**config.mk**
```make
export PLATFORM = sky130hd
export DESIGN_NAME = costas_deframer
export DESIGN_NICKNAME = d
export VERILOG_FILES = /design/src/rtl/costas_deframer.sv
export SDC_FILE = /design/constraint.sdc
export NUM_CORES = 1
export LEC_CHECK = 0
export ABC_AREA = 1
export CORE_ASPECT_RATIO = 1.2
export CORE_UTILIZATION = 45
export CTS_CLUSTER_DIAMETER = 40
export DETAILED_ROUTE_END_ITERATION = 8
export GPL_TIMING_DRIVEN = 0
export PLACE_DENSITY_LB_ADDON = 0.1
export SYNTH_ARGS = -nofsm -noshare
export SYNTH_HDL_FRONTEND = slang
export SYNTH_SLANG_ARGS = --single-unit
```
**constraint.sdc**
```tcl
create_clock -name clk -period 3.91 [get_ports clk]
set_input_delay 0.391 -clock clk [delete_from_list [all_inputs] [get_ports clk]]
set_output_delay 0.391 -clock clk [all_outputs]
set_load 0.01 [all_outputs]
```
**src/rtl/costas_deframer.sv**
```systemverilog
// Deframer for the Costas bit slicer: sync-pair alignment, 8b/10b data decode with
// one-symbol lookahead to mark the last byte, and a registered-output byte FIFO.
module costas_deframer #(
  parameter int unsigned FIFO_DEPTH = 8
) (
  input  logic       clk,
  input  logic       reset,
  input  logic       bitValid,
  input  logic       bitData,
  input  logic       stopIn,
  output logic       pushByte,
  output logic [7:0] Byte,
  output logic       Sync,
  output logic       lastByte,
  output logic       frameErr,
  output logic       ovf
);
  localparam int unsigned AW     = $clog2(FIFO_DEPTH);
  localparam logic [9:0]  SYNC_A = 10'h0F9;
  localparam logic [9:0]  SYNC_B = 10'h306;
  localparam logic [9:0]  STOP_N = 10'h2BC;
  localparam logic [9:0]  STOP_P = 10'h143;
  localparam logic [AW:0] FULL   = (AW+1)'(FIFO_DEPTH);

  typedef enum logic [1:0] {HUNT, SYNC2, DATA} state_t;
  state_t state, state_nxt;

  logic [9:0] shreg, sym;
  logic [3:0] bitcnt;
  logic       sym_done, is_stop, dec_ok;
  logic [7:0] dec_byte, hold_byte;
  logic       hold_valid, first_pending;
  logic       wr_en;
  logic [9:0] wr_entry;

  // Symbol layout is abcdei_fghj with 'a' in bit 9; disparity is not checked.
  function automatic logic [8:0] decode_8b10b(input logic [9:0] s);
    logic [4:0] x;
    logic [2:0] y;
    logic       v6, v4;
    x = '0; y = '0; v6 = 1'b1; v4 = 1'b1;
    case (s[9:4])
      6'b100111, 6'b011000: x = 5'd0;
      6'b011101, 6'b100010: x = 5'd1;
      6'b101101, 6'b010010: x = 5'd2;
      6'b110001:            x = 5'd3;
      6'b110101, 6'b001010: x = 5'd4;
      6'b101001:            x = 5'd5;
      6'b011001:            x = 5'd6;
      6'b111000, 6'b000111: x = 5'd7;
      6'b111001, 6'b000110: x = 5'd8;
      6'b100101:            x = 5'd9;
      6'b010101:            x = 5'd10;
      6'b110100:            x = 5'd11;
      6'b001101:            x = 5'd12;
      6'b101100:            x = 5'd13;
      6'b011100:            x = 5'd14;
      6'b010111, 6'b101000: x = 5'd15;
      6'b011011, 6'b100100: x = 5'd16;
      6'b100011:            x = 5'd17;
      6'b010011:            x = 5'd18;
      6'b110010:            x = 5'd19;
      6'b001011:            x = 5'd20;
      6'b101010:            x = 5'd21;
      6'b011010:            x = 5'd22;
      6'b111010, 6'b000101: x = 5'd23;
      6'b110011, 6'b001100: x = 5'd24;
      6'b100110:            x = 5'd25;
      6'b010110:            x = 5'd26;
      6'b110110, 6'b001001: x = 5'd27;
      6'b001110:            x = 5'd28;
      6'b101110, 6'b010001: x = 5'd29;
      6'b011110, 6'b100001: x = 5'd30;
      6'b101011, 6'b010100: x = 5'd31;
      default:              v6 = 1'b0;
    endcase
    case (s[3:0])
      4'b1011, 4'b0100:                   y = 3'd0;
      4'b1001:                            y = 3'd1;
      4'b0101:                            y = 3'd2;
      4'b1100, 4'b0011:                   y = 3'd3;
      4'b1101, 4'b0010:                   y = 3'd4;
      4'b1010:                            y = 3'd5;
      4'b0110:                            y = 3'd6;
      4'b1110, 4'b0001, 4'b0111, 4'b1000: y = 3'd7;
      default:                            v4 = 1'b0;
    endcase
    return {v6 & v4, y, x};
  endfunction

  always_ff @(posedge clk or posedge reset) begin
    if (reset) state <= HUNT;
    else       state <= state_nxt;
  end

  always_comb begin
    state_nxt = state;
    case (state)
      HUNT:  if (bitValid && sym == SYNC_A) state_nxt = SYNC2;
      SYNC2: if (sym_done) begin
               if (sym == SYNC_B) state_nxt = DATA;
               else               state_nxt = HUNT;
             end
      DATA:  if (sym_done && (is_stop || !dec_ok)) state_nxt = HUNT;
      default: state_nxt = HUNT;
    endcase
  end

  always_comb begin
    sym                = {bitData, shreg[9:1]};
    sym_done           = bitValid && (state != HUNT) && (bitcnt == 4'd9);
    is_stop            = (sym == STOP_N) || (sym == STOP_P);
    {dec_ok, dec_byte} = decode_8b10b(sym);
  end

  // Stop symbols are tested before decode: they are disparity-illegal forms of D.31.3.
  always_ff @(posedge clk or posedge reset) begin
    if (reset) begin
      shreg         <= '0;
      bitcnt        <= '0;
      hold_byte     <= '0;
      hold_valid    <= 1'b0;
      first_pending <= 1'b0;
      wr_en         <= 1'b0;
      wr_entry      <= '0;
      frameErr      <= 1'b0;
    end else begin
      wr_en    <= 1'b0;
      frameErr <= 1'b0;
      if (bitValid) begin
        shreg  <= sym;
        bitcnt <= (state == HUNT || bitcnt == 4'd9) ? '0 : bitcnt + 4'd1;
      end
      if (sym_done && state == SYNC2 && sym == SYNC_B) begin
        first_pending <= 1'b1;
        hold_valid    <= 1'b0;
      end
      if (sym_done && state == DATA) begin
        if (is_stop) begin
          wr_en         <= hold_valid;
          wr_entry      <= {first_pending, 1'b1, hold_byte};
          hold_valid    <= 1'b0;
          first_pending <= 1'b0;
        end else if (dec_ok) begin
          wr_en      <= hold_valid;
          wr_entry   <= {first_pending, 1'b0, hold_byte};
          hold_byte  <= dec_byte;
          hold_valid <= 1'b1;
          if (hold_valid) first_pending <= 1'b0;
        end else begin
          hold_valid    <= 1'b0;
          first_pending <= 1'b0;
          frameErr      <= 1'b1;
        end
      end
    end
  end

  logic [9:0]    mem [FIFO_DEPTH];
  logic [AW-1:0] wr_ptr, rd_ptr, rd_nxt;
  logic [AW:0]   count, count_nxt, remain;
  logic          do_rd, do_wr;

  always_comb begin
    do_rd     = (count != '0) && !stopIn;
    do_wr     = wr_en && ((count != FULL) || do_rd);
    remain    = count - (AW+1)'(do_rd);
    count_nxt = remain + (AW+1)'(do_wr);
    rd_nxt    = rd_ptr + AW'(do_rd);
  end

  // Head registers load the incoming entry directly when it lands in an emptied FIFO.
  always_ff @(posedge clk or posedge reset) begin
    if (reset) begin
      wr_ptr   <= '0;
      rd_ptr   <= '0;
      count    <= '0;
      pushByte <= 1'b0;
      Byte     <= '0;
      Sync     <= 1'b0;
      lastByte <= 1'b0;
      ovf      <= 1'b0;
    end else begin
      if (do_wr) wr_ptr <= wr_ptr + AW'(1);
      rd_ptr   <= rd_nxt;
      count    <= count_nxt;
      pushByte <= (count_nxt != '0);
      if (count_nxt != '0) {Sync, lastByte, Byte} <= (remain == '0) ? wr_entry : mem[rd_nxt];
      if (wr_en && !do_wr) ovf <= 1'b1;
    end
  end

  always_ff @(posedge clk) begin
    if (do_wr) mem[wr_ptr] <= wr_entry;
  end
endmodule

```
==> metrics.md <==
| Metric | Value |
|---|---|
| Synth top area share | 36.60% |
| Io pins | 18 |
| Gr ovfl total | 0 |
| Power per Cell Area | 674.1 mW/mm2 |
| Worst setup SP type | flip-flop |
| Nets | 755 |
| Vias in the first global route | about 4900 |
| Yosys top cell by area | edfxtp_1 |
| Die H | 134.3 um |
| Stages on the worst setup path | 14 |
| Post-Syn Instances | approximately 700 |
| CP Launch Point | count[2] |
| Synthesized area per cell | 9.324 um2 |
| Initial antenna violation count | 0 |
| Status | finished, violations left |
| Die Footprint | ~0.015 mm2 |
| CTS resizes | 0 |
| Max-slew violation count | 0 |
| Pin count of the biggest net entering global routing | 37 |
| Initial drt markers | 316 |
| Worst-Skew Late Latency | 0.42 ns |
| Routed WL | between 15 and 20 mm |
| Clk sinks | between 100 and 150 |
| Worst hold path class | input port to async pin |
| Slew margin rel. | 38.49% |
| Ys Warns | 0 |
| N_diodes | 0 |
| Final period utilization | around three quarters |
| Final Hold Fails | 0 |
| Initial core utilization | between 40% and 50% |
| Worst path required time | 4.20 ns |
| Violated checks | DRC |
| Post-CTS Repair Setup Buffers | 0 |
| PortBufs | 17 |
| Top Family by Delay on Critical Path | buffers and inverters |
| Tightest Pin Transition | between 0.9 and 1 ns |
| Drt wl/cell | 16.88 um |
| Clock root cell | clkbuf_16 |
| Worst reg-to-reg path cell count | 14 |
| Largest fanout on the critical path | 10 |
| Final core occ | between 50 and 60% |
| Vias | 5007 |
| Die X | 112.3 um |
| Clock tree buffer depth | 2 |
| # Max-Cap Violations | 0 |
| Crit path cell chain | inv_1 -> nand2_1 -> inv_1 -> a31oi_1 -> ha_1 -> clkbuf_1 -> inv_1 -> ha_1 -> ha_1 -> xor2_1 -> nor2_1 -> nand2_1 -> clkbuf_1 -> a31oi_1 |
| Clock slew at reported path FFs | 0.06 ns |
| Core region area | 0.01429 mm2 |
| Cell area after synthesis | 0.006564 mm2 |
| Area Growth Syn to Fin | 14.64% |
| Worst vdd ir | 0.0002850 V |
| CTS Hold Bufs | 0 |
| Crit path capture | Byte[6] |
| Peak Freq | roughly 350 MHz |
| CTS tree | yes |
| FF-to-FF Start | count[2] |
| Routed Antenna Nets | 0 |
| CP max stage delay | 0.39 ns |
| # H-tree levels | 4 |
| EDFF count, synth | 80 |
| Post-synthesis sequential area ratio | 59.09% |
| Final setup vio count | 0 |
| DP Wirelength | between 10 and 15 mm |
| R2r setup slk | 1.02 ns |
| First-pass GRT wire length | 25.63 mm |
| Leakage | 3.319 nW |
| Placer Congestion | a little over 0.9 |
| Ys flop type | edfxtp_1 |
| Unrepaired setup endpoints after global routing | no |
| Syn Nets | 718 |
| First-pass DRT Iterations | 7 |
| Final Non-Filler Cells | roughly 930 |
| Drc violations | 2 |
| CTS buffer count | 17 |
| Placed instance count | 897 |
| Layout cells sized above 1 | 8.223% |
| Post-synth ARST share | 42.45% |
| Std cell rows | 48 |
| Crit. End Element | flip-flop |
| Top cells by area, synth | edfxtp_1, dfrtp_1, nand2_1 |
| Distinct cells, synth | 33 |
| Synthesis-stage register bit count | roughly 140 |
| Synth top cells by count | nand2_1, nor2_1, edfxtp_1 |
| Critical Setup Path Class | flip-flop to flip-flop |
| Setup TNS | 0 ns |
| Vias per cell | approximately 5.4 |
| Worst R2R End | Byte[6] |
| WP buf/inv | 5 |
| Total GRT Usage | 22.67% |
| Tmin final | ~2.9 ns |
| Count leader, synth | nand2_1 |
| Critical path's slowest cell | dfrtp_1 |
| Critical path arrival | 3.18 ns |
| Max Clock Skew | 0.008892 ns |
## through the flow
step           cell area (um2)  hold WS (ns)  setup slack, ns  power, mW
2_1_floorplan             6564        0.4492            1.448      3.011
3_3_place_gp              6953        0.4582           0.8460      3.572
3_5_place_dp              6973        0.4631           0.7699      3.610
4_1_cts                   7525        0.4588           0.9932      5.110
5_1_grt                   7525        0.4865           0.6960      5.422
6_report                  7525        0.4468            1.020      5.072
## logic make-up (layout without fill, tap and decap cells)
family	Yosys count	after routing	synth area share [%]
simple gates	370	370	24.21
flops	139	139	59.09
compound gates	108	108	9.398
buf+inv	69	119	4.384
fa+ha+maj	9	9	1.716
xor+xnor	9	9	1.201
## sequential cells by signal, indices dropped and copies added, names as in the netlist, 2 cells and up
name,cells
Byte,8
bitcnt,4
count,4
hold_byte,8
mem,80
rd_ptr,3
shreg,9
state,2
wr_entry,10
wr_ptr,3
## per-layer routing
layer | vias up | share of wire (%) | track usage [%]
met3 | 41 | 3.8 | 4.428
met5 | - | 0 | 0
li1 | 2478 | - | -
met1 | 2346 | 40 | 25.79
met2 | 142 | 52 | 40.23
met4 | 0 | 4.3 | 12.22
## how the worst min path moves through the flow
stage                 start            to  slack [ns]  cells past startpoint
2_1_floorplan  hold_byte[3]  hold_byte[3]        0.45                      2
3_3_place_gp            ovf           ovf        0.46                      1
3_5_place_dp   hold_byte[4]   wr_entry[4]        0.46                      2
4_1_cts               reset     bitcnt[0]        0.46                      2
5_1_grt        hold_byte[5]   wr_entry[5]        0.49                      2
6_report              reset     bitcnt[0]        0.45                      2
## cell usage in the layout, fill, tap and decap left out, types with 17 or more instances in the layout
| master | n |
|---|---|
| o21ai_0 | 67 |
| edfxtp_1 | 80 |
| nand3_1 | 35 |
| nand4_1 | 21 |
| clkbuf_1 | 19 |
| nand2_1 | 161 |
| inv_1 | 36 |
| o211ai_1 | 21 |
| dfrtp_1 | 59 |
| clkdlybuf4s50_1 | 17 |
| nor2_1 | 126 |
| clkbuf_16 | 17 |
## layout make-up
class	instances	area (um2)
timing repair buffer	18	190.2
clock inverter	15	126.4
inverter	43	161.4
tap	175	219.0
multi-input combinational	496	2397
sequential	139	3879
clock buffer	17	425.4
buffer	26	126.4
fill	1354	6769
## where the power goes
group,leakage (nW),total [mW],switching (mW),internal [mW]
Clock,0.260,1.49,0.625,0.870
Sequential,1.61,1.72,0.0622,1.66
Combinational,1.45,1.85,1.20,0.651
Total,3.32,5.07,1.89,3.18
No activity file was read; power rests on OpenSTA's default activity.
